<file path="src/rtl/priority_code_fifo_if.sv">
// Handshake/status bundle between the priority-code FIFO and its consumer.
// Combinational wiring only, no latency.
// The consumer throttles the FIFO through rd; producer events are never stalled.
interface priority_code_fifo_if #(
  parameter int AW = 2
);
  logic [2:0]  y;
  logic        done;
  logic        rd;
  logic        clr;
  logic [2:0]  dout;
  logic        valid;
  logic        full;
  logic [AW:0] count;
  logic        ovf;

  // Driver side: encoder outputs, pop strobe and clear.
  modport master (output y, done, rd, clr, input dout, valid, full, count, ovf);
  // FIFO side.
  modport slave  (input y, done, rd, clr, output dout, valid, full, count, ovf);
endinterface

</file>
<file path="src/rtl/priority_code_fifo.sv">
// Queues each new 8-to-3 priority-encoder code in a show-ahead FIFO for a slower reader.
// Latency: encoder change at edge N is sampled at N+1 and written at N+2; dout is show-ahead.
// Backpressure: none upstream; events arriving while full (without a pop) are dropped and ovf sticks.
module priority_code_fifo #(
  parameter int DEPTH = 4,  // power of two, 2..16
  parameter int AW    = 2   // log2(DEPTH)
) (
  input  logic                clk_i,
  input  logic                rst_n_i,
  priority_code_fifo_if.slave pcf
);

  localparam logic [AW:0] FULL_CNT = (AW+1)'(DEPTH);

  logic [2:0]    y_q;
  logic [2:0]    last_y_q;
  logic          done_q;
  logic          done_qq;
  logic          primed_q;  // set after the first real sample following reset
  logic          armed_q;   // set once a genuine Done=0 sample has been seen
  logic [2:0]    mem_q [DEPTH];
  logic [AW-1:0] wr_ptr_q, wr_ptr_d;
  logic [AW-1:0] rd_ptr_q, rd_ptr_d;
  logic [AW:0]   count_q, count_d;
  logic          ovf_q, ovf_d;
  logic          evt, full, empty, push, pop;

  // Sample the encoder and track the edge/code-change history used by event detection.
  always_ff @(posedge clk_i or negedge rst_n_i) begin
    if (!rst_n_i) begin
      y_q      <= '0;
      done_q   <= 1'b0;
      done_qq  <= 1'b0;
      primed_q <= 1'b0;
      armed_q  <= 1'b0;
      last_y_q <= '0;
    end else begin
      y_q      <= pcf.y;
      done_q   <= pcf.done;
      done_qq  <= done_q;
      primed_q <= 1'b1;
      // A Done held high across reset must not count as a rising edge, so events
      // stay blocked until a real low sample has been observed.
      armed_q  <= armed_q | (primed_q & ~done_q);
      if (evt) begin
        last_y_q <= y_q;
      end
    end
  end

  // Event detect, push/pop qualification and next-state of pointers, count and overflow.
  always_comb begin
    full     = (count_q == FULL_CNT);
    empty    = (count_q == '0);
    evt      = armed_q && done_q && (!done_qq || (y_q != last_y_q));
    pop      = pcf.rd && !empty;
    push     = evt && (!full || pop) && !pcf.clr;
    wr_ptr_d = wr_ptr_q;
    rd_ptr_d = rd_ptr_q;
    count_d  = count_q;
    ovf_d    = ovf_q;
    if (pcf.clr) begin
      wr_ptr_d = '0;
      rd_ptr_d = '0;
      count_d  = '0;
      ovf_d    = 1'b0;
    end else begin
      if (push) begin
        wr_ptr_d = wr_ptr_q + AW'(1);
      end
      if (pop) begin
        rd_ptr_d = rd_ptr_q + AW'(1);
      end
      case ({push, pop})
        2'b10:   count_d = count_q + (AW+1)'(1);
        2'b01:   count_d = count_q - (AW+1)'(1);
        default: count_d = count_q;
      endcase
      // A pop in the same cycle frees the slot, so only an unserved full FIFO drops.
      if (evt && full && !pcf.rd) begin
        ovf_d = 1'b1;
      end
    end
  end

  // Pointer, occupancy and sticky overflow registers.
  always_ff @(posedge clk_i or negedge rst_n_i) begin
    if (!rst_n_i) begin
      wr_ptr_q <= '0;
      rd_ptr_q <= '0;
      count_q  <= '0;
      ovf_q    <= 1'b0;
    end else begin
      wr_ptr_q <= wr_ptr_d;
      rd_ptr_q <= rd_ptr_d;
      count_q  <= count_d;
      ovf_q    <= ovf_d;
    end
  end

  // Storage array; contents are only observable through dout while valid, so no reset.
  always_ff @(posedge clk_i) begin
    if (push) begin
      mem_q[wr_ptr_q] <= y_q;
    end
  end

  assign pcf.valid = !empty;
  assign pcf.full  = full;
  assign pcf.count = count_q;
  assign pcf.ovf   = ovf_q;
  assign pcf.dout  = empty ? 3'b000 : mem_q[rd_ptr_q];

endmodule

</file>
<file path="src/flat_wrapper.sv">
// flat-port wrapper written by rule: the top's interface ports become plain ports
module priority_code_fifo_flat 
#(
  parameter int DEPTH = 4,                        
  parameter int AW    = 2                 
)
  (clk_i, rst_n_i, pcf_y, pcf_done, pcf_rd, pcf_clr, pcf_dout, pcf_valid, pcf_full, pcf_count, pcf_ovf);
  priority_code_fifo_if #(.AW(AW)) pcf_i ();
  input  logic clk_i;
  input  logic rst_n_i;
  input wire logic [$bits(pcf_i.y)-1:0] pcf_y;
  input wire logic [$bits(pcf_i.done)-1:0] pcf_done;
  input wire logic [$bits(pcf_i.rd)-1:0] pcf_rd;
  input wire logic [$bits(pcf_i.clr)-1:0] pcf_clr;
  output wire logic [$bits(pcf_i.dout)-1:0] pcf_dout;
  output wire logic [$bits(pcf_i.valid)-1:0] pcf_valid;
  output wire logic [$bits(pcf_i.full)-1:0] pcf_full;
  output wire logic [$bits(pcf_i.count)-1:0] pcf_count;
  output wire logic [$bits(pcf_i.ovf)-1:0] pcf_ovf;
  assign pcf_i.y = pcf_y;
  assign pcf_i.done = pcf_done;
  assign pcf_i.rd = pcf_rd;
  assign pcf_i.clr = pcf_clr;
  assign pcf_dout = pcf_i.dout;
  assign pcf_valid = pcf_i.valid;
  assign pcf_full = pcf_i.full;
  assign pcf_count = pcf_i.count;
  assign pcf_ovf = pcf_i.ovf;
  priority_code_fifo #(.DEPTH(DEPTH), .AW(AW)) u_core (.clk_i(clk_i), .rst_n_i(rst_n_i), .pcf(pcf_i));
endmodule
</file>
<file path="config.mk">
export PLATFORM = sky130hd
export DESIGN_NAME = priority_code_fifo_flat
export DESIGN_NICKNAME = d
export VERILOG_FILES = /design/src/rtl/priority_code_fifo_if.sv /design/src/rtl/priority_code_fifo.sv /design/src/flat_wrapper.sv
export SDC_FILE = /design/constraint.sdc
export NUM_CORES = 1
export LEC_CHECK = 0
export CAP_MARGIN = 30
export CORE_ASPECT_RATIO = 1.25
export CORE_UTILIZATION = 35
export CTS_BUF_LIST = sky130_fd_sc_hd__clkbuf_16
export CTS_CLUSTER_DIAMETER = 40
export DETAILED_ROUTE_END_ITERATION = 10
export DONT_BUFFER_PORTS = 1
export HOLD_SLACK_MARGIN = 0.02
export PLACE_DENSITY = 0.59
export SYNTH_ARGS = -nofsm -noshare
export SYNTH_HDL_FRONTEND = slang
export SYNTH_SLANG_ARGS = --single-unit
</file>
<file path="constraint.sdc">
create_clock -name clk_i -period 2.1 [get_ports clk_i]
set_clock_uncertainty 0.15 [all_clocks]
set_input_delay 0.21 -clock clk_i [delete_from_list [all_inputs] [get_ports clk_i]]
set_output_delay 0.21 -clock clk_i [all_outputs]
set_load 0.02 [all_outputs]
</file>
# Yosys cells after proc, flatten, opt, wreduce, memory -nomap -nowiden
# Memories as Yosys holds them, arrays and structs flattened.
# Index checks and enable logic that the tools add are counted.
[totals]
latch_bits = 0
word_cells = 52
in_bits = 8
register_bits = 18
romBits = 0
ramBits = 12
memories = 1
out_inout_bits = 9
[mem_list]
columns = ["memory", "words", "width", "rd", "rd_clocked_by_memory_dff", "write_ports", "line_no", "source"]
rows = [
  ["u_core.mem_q", 4, 3, 1, 0, 1, "priority_code_fifo.sv:21", "logic [2:0] mem_q [DEPTH];"],
]
[classes]
bitwise = 3
magnitude_cmp = 0
n_shift = 0
reduce_logical = 19
n_eq_ne = 4
multipliers = 0
div = 0
add_sub_neg = 4
mux = 11
[ops]
columns = ["cell", "n"]
rows = [
  ["$mux 2", 4],
  ["$logic_and 1x1->1", 7],
  ["$mux 3", 2],
  ["$pmux 3 s2", 1],
  ["$reduce_bool 2->1", 3],
  ["$logic_not 1->1", 5],
  ["$add 2x1->2 const B", 2],
  ["$mux 1", 4],
  ["$add 3x1->3 const B", 1],
  ["$eq 3x3->1 const B", 1],
  ["$logic_not 3->1", 1],
  ["$ne 3x3->1", 1],
  ["$reduce_bool 3->1", 1],
  ["$sub 3x1->3 const B", 1],
  ["$eq 2x1->1 const B", 1],
  ["$eq 2x2->1 const B", 1],
  ["$logic_or 1x1->1", 2],
  ["$and 1x1->1", 1],
  ["$not 1->1", 1],
  ["$or 1x1->1", 1],
]

# Longest topological paths before layout
# Gate-level depths: netlist (run 1).
[depth]
depth_word = 9
ltp_mapped = 9
ltp_nobuf = 9

# Worst setup path after synthesis (run 1)
# OpenSTA, ideal clock, no wires.
[synth_timing]
kind = "reg2reg"
start = "register u_core.count_q[0] (netlist: u_core.pcf.count[0])"
end = "register u_core.count_q[1] (netlist: u_core.pcf.count[1])"
slack_ns = -0.374
required_time_ns = 1.816
period_less_slack_ns = 2.474
path_stages_with_launch = 10
setup_time_ns = 0.134
path_buffers = 0
t_arrival_ns = 2.190
path_cell_list = "dfrtp_1 nor3b_2 nand2b_2 nand2_4 nor2_1 nor2_1 fa_1 nor3b_1 o21ai_0 o211ai_1"
[synth_via]
word_cells_on_any_way = 15
cone_classes = "2 x add/sub; 3 x eq/ne; 2 x mux; 8 x reduce/logical"
[synth_rtl]
columns = ["element", "line_no", "source"]
rows = [
  ["start, declared", "priority_code_fifo.sv:24", "logic [AW:0] count_q, count_d;"],
  ["start signal, assigned", "priority_code_fifo.sv:96", "count_q <= count_d;"],
  ["$eq 3x3->1 *", "priority_code_fifo.sv:53", "full = (count_q == FULL_CNT);"],
  ["net pcf_full", "flat_wrapper.sv:17", "output wire logic [$bits(pcf_i.full)-1:0] pcf_full;"],
  ["$logic_not 1->1 *", "priority_code_fifo.sv:57", "push = evt && (!full || pop) && !pcf.clr;"],
  ["$logic_or 1x1->1 *", "priority_code_fifo.sv:57", ""],
  ["$logic_and 1x1->1 * (2 in a row)", "priority_code_fifo.sv:57", ""],
  ["$eq 2x1->1 / $eq 2x2->1 (equally long branches)", "priority_code_fifo.sv:74", "case ({push, pop})"],
  ["$pmux 3 s2", "priority_code_fifo.sv:74", ""],
  ["$mux 3", "priority_code_fifo.sv:62", "if (pcf.clr) begin"],
]
# Mark *: on every way through the listed nets, which the timed path passes. The rest lies on a longest branch.
# A chain may end at the register's enable or synchronous reset.

# Worst setup path in the final report (run 1)
[layout_timing]
start = "register u_core.y_q[1]"
end = "register u_core.count_q[1] (netlist: u_core.pcf.count[1])"
[layout_via]
elab_chain_len = 8
word_cells_on_any_way = 10
cone_classes = "3 x eq/ne; 2 x mux; 5 x reduce/logical"
[layout_rtl]
columns = ["element", "line_no", "source"]
rows = [
  ["start, declared", "priority_code_fifo.sv:15", "logic [2:0] y_q;"],
  ["start signal, assigned", "priority_code_fifo.sv:38", "y_q <= pcf.y;"],
  ["$ne 3x3->1 *", "priority_code_fifo.sv:55", "evt = armed_q && done_q && (!done_qq || (y_q != last_y_q));"],
  ["$logic_or 1x1->1 *", "priority_code_fifo.sv:55", ""],
  ["$logic_and 1x1->1 *", "priority_code_fifo.sv:55", ""],
  ["$logic_and 1x1->1 * (2 in a row)", "priority_code_fifo.sv:57", ""],
  ["$eq 2x1->1 / $eq 2x2->1 (equally long branches)", "priority_code_fifo.sv:74", ""],
  ["$pmux 3 s2", "priority_code_fifo.sv:74", ""],
  ["$mux 3", "priority_code_fifo.sv:62", ""],
]
# Mark *: on every way between the ends. The rest lies on a longest branch, timed or not.

==> impl_results.md, run 1 <==
* Post-synthesis cell type count at 34
* CTS Buf Count at 5
* FILL cells at 316
* Largest net degree at the start of global routing at 19
* Sequential group share of total power at 0.342
* Setup Viol. Count Final at 1
* DRT Pass-1 Iters at 4
* Final Cycle Share at 1.02
* Largest family of logic cells by synthesized area: simple AND/OR/NAND/NOR gates
* CP cell instances: xnor2_2 > a41oi_4 > nand2_4 > nor2_4 > nor2_2 > fa_2 > nor3b_4 > o21ai_1 > o211ai_1
* R2R cell count at 9
* Pwr dens at 1180 nW/um^2
* Final GP Congestion at 0.719
* CTS Root Cell: clkbuf_16
* Leak at 0.777 nW
* Max stage delay on crit path at 520 ps
* Critical Path Fanout Max at 2
* CP bufs+invs at 0
* DP HPWL at 1730 microns
* Worst skew pair latency at 270 ps
* Clock Power Share at 0.360
* Post-synthesis mux area share at 0.0881
* Die width at 58.1 microns
* Synth Area in XOR/XNOR at 0.0545
* Post-Synth Adder-Cell Area at 0.0509
* Syn avg cell area at 14.1 sq um
* Worst hold path type: input port to register
* Syn Nets at 111
* Total number of vias at 835
* Minimum clock period at 2130 ps
* Grt ovf at 0
* Combinational power share at 0.298
* Final WL at 2450 microns
* Compound-Gate Fraction of Synth Area at 0.0490
* Status: finished, violations left
* Row cnt at 25
* Ys flop type: dfrtp_1
* Post-synthesis cell area at 1380 sq um
* Worst-margin pin slew at 825 ps
* Hold-critical path depth at 3
* GRT Util Overall at 0.134
* Max-Slew Margin vs Limit at 0.448
* Fin. Hold Viols at 0
* Pre-CTS setup slack at -68.7 ps
* Pins Over Slew Limit at 0
* Initial DRC count at 18
* Critical Path Sink Type: register
* CORE AREA at 3780 sq um
* Hold slack at 31.6 ps
* Top Family by Delay on Critical Path: adder cells
* Area grow syn2layout at 34.7%
* First-pass GRT wire length at 3970 microns
* Post-synthesis simple-gate area fraction at 0.146
* VDD IR-drop max at 0.401 mV
* Port Buffers at 0
* Share of cells above drive strength 1 at 0.346
* Fin worst setup slack at -31.6 ps
* WL/cell at 13.5 microns
* Register area share after synthesis at 0.589
* P_sw at 0.000645 W
* Starting Density at 0.364
* Clock buffer depth at 2
* Remaining routing DRC violations at 0
* Failing checks: setup timing
* Switching Fraction at 0.294
* Post-Synthesis Cells at 98
* TritonCTS clock tree: yes
* Max Cap Viol at 0
* Sum Neg Setup Slack at -31.6 ps
* Post-synth EDFFs at 12
* CP max-delay cell: fa_2
* Htree depth at 2
* Levels on crit path at 9
* Antenna viol nets, final at 0
* Synth Register Bits at 30
* Worst EP arrival at 2170 ps
* Die height at 72.1 microns
* Initial antenna violation count at 0
* Peak Freq at 0.469 GHz
* Antenna fix cells at 0
* I/O Pins at 17
* Setup crit start kind: register
* Die Footprint at 4190 sq um
* CTS Sinks at 30
* Internal power at 0.00155 W
* Mean number of vias per cell at 4.61
* RSZ-0062 raised after global routing: true
* Final nets at 139
* CP Class: register to register
* Reg clk slew, reported paths at 50 ps
* Worst EP required at 2130 ps
* Ys async rst share at 0.600
* Via count of the first global-routing pass at 820
* Ys Warns at 0
flip-flops by register name, indices dropped and copies added (netlist names):
signal / count
u_core.mem_q: 12
u_core.last_y_q: 3
u_core.pcf.count: 3
u_core.y_q: 3
u_core.rd_ptr_q: 2
u_core.wr_ptr_q: 2
u_core.armed_q: 1
u_core.done_q: 1
u_core.done_qq: 1
u_core.pcf.ovf: 1
u_core.primed_q: 1
layout make-up:
type	instances	area, sq um	share of cell area
multi-input cells	62	606	0.326
clock buffers	5	125	0.0674
repair buffers	23	190	0.102
clock inverters	3	37.5	0.0202
well taps	54	67.6	0.0364
flip-flops and latches	30	815	0.439
inverters	4	15.0	0.00809
layout by cell type (no fill, tap or decap), types with 3 or more instances in the layout:
master,instances
inv_1,5
mux4_2,3
nor2_1,7
dfrtp_2,3
mux2_2,3
ha_1,4
dlygate4sd3_1,7
clkbuf_16,5
buf_4,16
edfxtp_1,12
and2_1,7
nor3b_1,3
xnor2_2,3
dfrtp_1,15
metrics by stage:
stage	power (W)	instance area, sq um	util	std cells
finish	0.00219	1860	0.490	181
global route	0.00230	1860	0.490	181
CTS	0.00219	1830	0.483	179
detailed placement	0.00137	1580	0.417	164
global placement	0.00135	1580	0.417	164
floorplan	0.00123	1420	-	98
final timing paths:
path,from,endpoint,slack (ps)
max,u_core.y_q[1],u_core.pcf.count[1],-30
min,pcf_clr,u_core.pcf.count[2],30
max reg2reg,u_core.y_q[1],u_core.pcf.count[1],-30
min reg2reg,u_core.done_q,u_core.done_qq,240
max in group asynchronous,rst_n_i,u_core.pcf.count[1],900
min in group asynchronous,rst_n_i,u_core.last_y_q[2],330
tightest hold or removal path, stage by stage:
cell	delay [ps]
nor3b_1	30
mux2i_1	120
nand2_1	60
cell families (layout without fill, tap and decap cells):
group / after synthesis / after routing
compound gates: 8 / 8
xor+xnor: 7 / 7
fa+ha+maj: 5 / 5
buf+inv: 6 / 35
flops: 30 / 30
mux: 8 / 8
other cells: 1 / 1
simple gates: 33 / 33
cell usage after synthesis (all sizes together), types with 3 or more instances:
master	number	area, sq um
dfrtp	18	450
edfxtp	12	360
nor2	9	33.8
and2	7	43.8
nor3b	5	42.5
xnor2	5	43.8
ha	4	50.1
inv	4	15.0
nand2	4	25.0
a21oi	3	15.0
mux2	3	33.8
mux4	3	67.6
metal layers:
| layer | vias up | GRT usage | routed length (microns) |
|---|---|---|---|
| met5 | - | 0 | 0 |
| met4 | 0 | 0.0556 | 21 |
| met3 | 4 | 0.0677 | 127 |
| met2 | 16 | 0.215 | 1300 |
| met1 | 418 | 0.149 | 999 |
| li1 | 397 | - | - |
power by group through the flow:
stage	combinational, W	clock [W]	sequential (W)
after floorplan	0.000444	0	0.000788
after detailed placement	0.000605	0	0.000761
final	0.000654	0.000789	0.000751
after global routing	0.000704	0.000839	0.000761
after CTS	0.000636	0.000803	0.000753
after global placement	0.000593	0	0.000757
what timing repair did:
action | in CTS | in global routing
hold endpoints to repair | 29 | 0
pin swaps | 2 | 3
resized for setup | 3 | 2
endpoints found under the setup margin | 2 | 2
setup buffers | 0 | 2
hold buffers | 7 | 0
cloned | 0 | 0
Power figures use the tool's default switching activity.
==> run 2: changes to the inputs <==
- PLACE_DENSITY: 0.59 -> 0.57
- RECOVER_POWER: unset -> 100
- clock period: 2.1 -> 2.3 ns (I/O delays scaled with it)
==> run 2 against run 1 <==
  * The run now ends clean
  * Hold slack got worse by 2.7 ps
  * Count of clock-buffer cells in the layout did not move
  * Non-clock buffer count fell by 4
  * Sequential power fell by 7.7%
  * Total power fell by 17%
  * Sequential share of layout area rose by 2.8 points
  * Utilization fell by 3.0 points
  * Fmax fell by 2.4%
  * Final cell count fell by 2.2%
  * Sequential cell count did not move
  * Critical path type unchanged
  * Largest power group is now sequential cells
==> impl_results.md, run 2 (synthesized netlist as in run 1, its figures left out) <==
* Status: finished clean
* Clock buffer depth at 2 (unchanged)
* First-pass GRT wire length at 3840 microns (-3.5%)
* Share of cells above drive strength 1 at 0.228 (-0.119)
* Die width at 58.1 microns (unchanged)
* Htree depth at 2 (unchanged)
* Final WL at 2290 microns (-6.3%)
* CTS Buf Count at 5 (unchanged)
* CP max-delay cell: or3_1
* Worst-margin pin slew at 814 ps (-10.4 ps)
* R2R cell count at 7 (-2)
* Final nets at 135 (-2.9%)
* CTS Root Cell: clkbuf_16
* Pins Over Slew Limit at 0 (unchanged)
* Initial DRC count at 10 (-8)
* Port Buffers at 0 (unchanged)
* Final Cycle Share at 0.950 (-0.0653)
* Hold slack at 28.9 ps (-2.70 ps)
* Max reg flops at 12 (unchanged)
* GRT Util Overall at 0.128 (-0.00594)
* Final GP Congestion at 0.746 (+3.7%)
* Max-Slew Margin vs Limit at 0.455 (+0.00695)
* Worst hold path type: input port to register
* Most flop-heavy register: u_core.mem_q
* Starting Density at 0.364 (unchanged)
* Max stage delay on crit path at 450 ps (-70 ps)
* R2R Path Start: u_core.pcf.count[2]
* Final Non-Filler Cells at 177 (-2.2%)
* CP cell instances: or3_1 > nand2_4 > nor2_1 > fa_1 > nor3b_2 > o21ai_1 > o211ai_1
* Fin util at 0.460 (-0.0298)
* Setup crit start kind: register
* Pwr dens at 1040 nW/um^2 (-12%)
* CORE AREA at 3780 sq um (unchanged)
* Most common cell after layout, fill and taps aside: dfrtp_1
* Most frequent cells in the layout: dfrtp_1 (16), edfxtp_1 (12), nor2_1 (8)
* Fin worst setup slack at 115 ps (+147 ps)
* WL/cell at 12.9 microns (-4.2%)
* Sum Neg Setup Slack at 0 ps (+31.6 ps)
* RSZ-0062 raised after global routing: false
* Die height at 72.1 microns (unchanged)
* HP Start: pcf_clr
* Setup Viol. Count Final at 0 (-1)
* DP HPWL at 1610 microns (-7.0%)
* TritonCTS clock tree: yes
* Pre-CTS setup slack at 53.8 ps (+123 ps)
* DRT Pass-1 Iters at 4 (unchanged)
* Worst EP arrival at 2180 ps (about the same)
* Antenna fix cells at 0 (unchanged)
* Max Cap Viol at 0 (unchanged)
* Minimum clock period at 2180 ps (+52.9 ps)
* Die Footprint at 4190 sq um (unchanged)
* Mean number of vias per cell at 4.59 (-0.56%)
* Post-Place Cells at 162 (-1.2%)
* CTS Sinks at 30 (unchanged)
* I/O Pins at 17 (unchanged)
* Largest net degree at the start of global routing at 19 (unchanged)
* Worst skew pair latency at 270 ps (about the same)
* CP Class: register to register
* Peak Freq at 0.458 GHz (-2.4%)
* Hold-critical path depth at 2 (-1)
* Via count of the first global-routing pass at 826 (+0.73%)
* Leak at 0.692 nW (-11%)
* VDD IR-drop max at 0.444 mV (+11%)
* Critical Path Fanout Max at 7 (+5)
* Row cnt at 25 (unchanged)
* Grt ovf at 0 (unchanged)
* Reg clk slew, reported paths at 50 ps (about the same)
* Remaining routing DRC violations at 0 (unchanged)
* Total number of vias at 812 (-2.8%)
* Initial antenna violation count at 0 (unchanged)
* FILL cells at 349 (+10%)
* Antenna viol nets, final at 0 (unchanged)
* Critical Path Sink Type: register
* Worst hold endpoint: u_core.pcf.count[1]
* Fin. Hold Viols at 0 (unchanged)
* Worst EP required at 2290 ps (+160 ps)
* Worst R2R End: u_core.pcf.count[1]
* R2R Setup Slk at 120 ps (+150 ps)
* Area grow syn2layout at 26.5%
## run 2: report_power, final
group	total (W)	switching (W)	internal, W
clock	0.000611	0.000218	0.000393
combinational	0.000511	0.000283	0.000228
sequential	0.000693	0.0000733	0.000620
total	0.00182	0.000574	0.00124
## run 2: timing repair
action,4_1_cts,5_1_grt
endpoints found under the setup margin,0,2
hold buffers,7,0
resized for setup,0,6
setup buffers,0,0
endpoints found under the hold margin,29,0
## run 2: worst max-delay path, delay by kind of cell, from the launching register on
| family | cells | cell delay [ps] |
|---|---|---|
| AOI/OAI and AO/OA | 2 | 210 |
| adders and majority gates | 1 | 450 |
| and+or+nand+nor | 4 | 830 |
| DFF | 1 | 420 |
## run 2: through the flow
step,total power [W],area (sq um)
after detailed placement,0.00122,1540
after global routing,0.00191,1740
after global placement,0.00120,1540
final,0.00182,1740
after floorplan,0.00110,1400
after CTS,0.00185,1750
## run 2: cell type report
type                    count  area, sq um  area share
well taps                  54         67.6      0.0388
repair buffers             19          134      0.0768
flip-flops and latches     30          813       0.467
inverters                   4         15.0     0.00861
clock inverters             3         16.3     0.00933
clock buffers               5          125      0.0718
multi-input cells          62          572       0.328
## run 2: how the worst max path moves through the flow
stage / start / end / slack (ps)
2_1_floorplan: u_core.y_q[1] / u_core.pcf.count[2] / -10
3_3_place_gp: u_core.y_q[1] / u_core.pcf.count[1] / 70
3_5_place_dp: u_core.y_q[1] / u_core.pcf.count[2] / 50
4_1_cts: u_core.y_q[1] / u_core.pcf.count[1] / 40
5_1_grt: u_core.last_y_q[2] / u_core.pcf.count[1] / 10
6_report: u_core.pcf.count[2] / u_core.pcf.count[1] / 120
## run 2: per-layer routing
metal / track usage / routed length, microns / up-vias
met5: 0 / 0 / -
met4: 0.0556 / 23 / 0
met3: 0.0570 / 117 / 2
met2: 0.207 / 1200 / 20
met1: 0.145 / 952 / 401
li1: - / - / 389
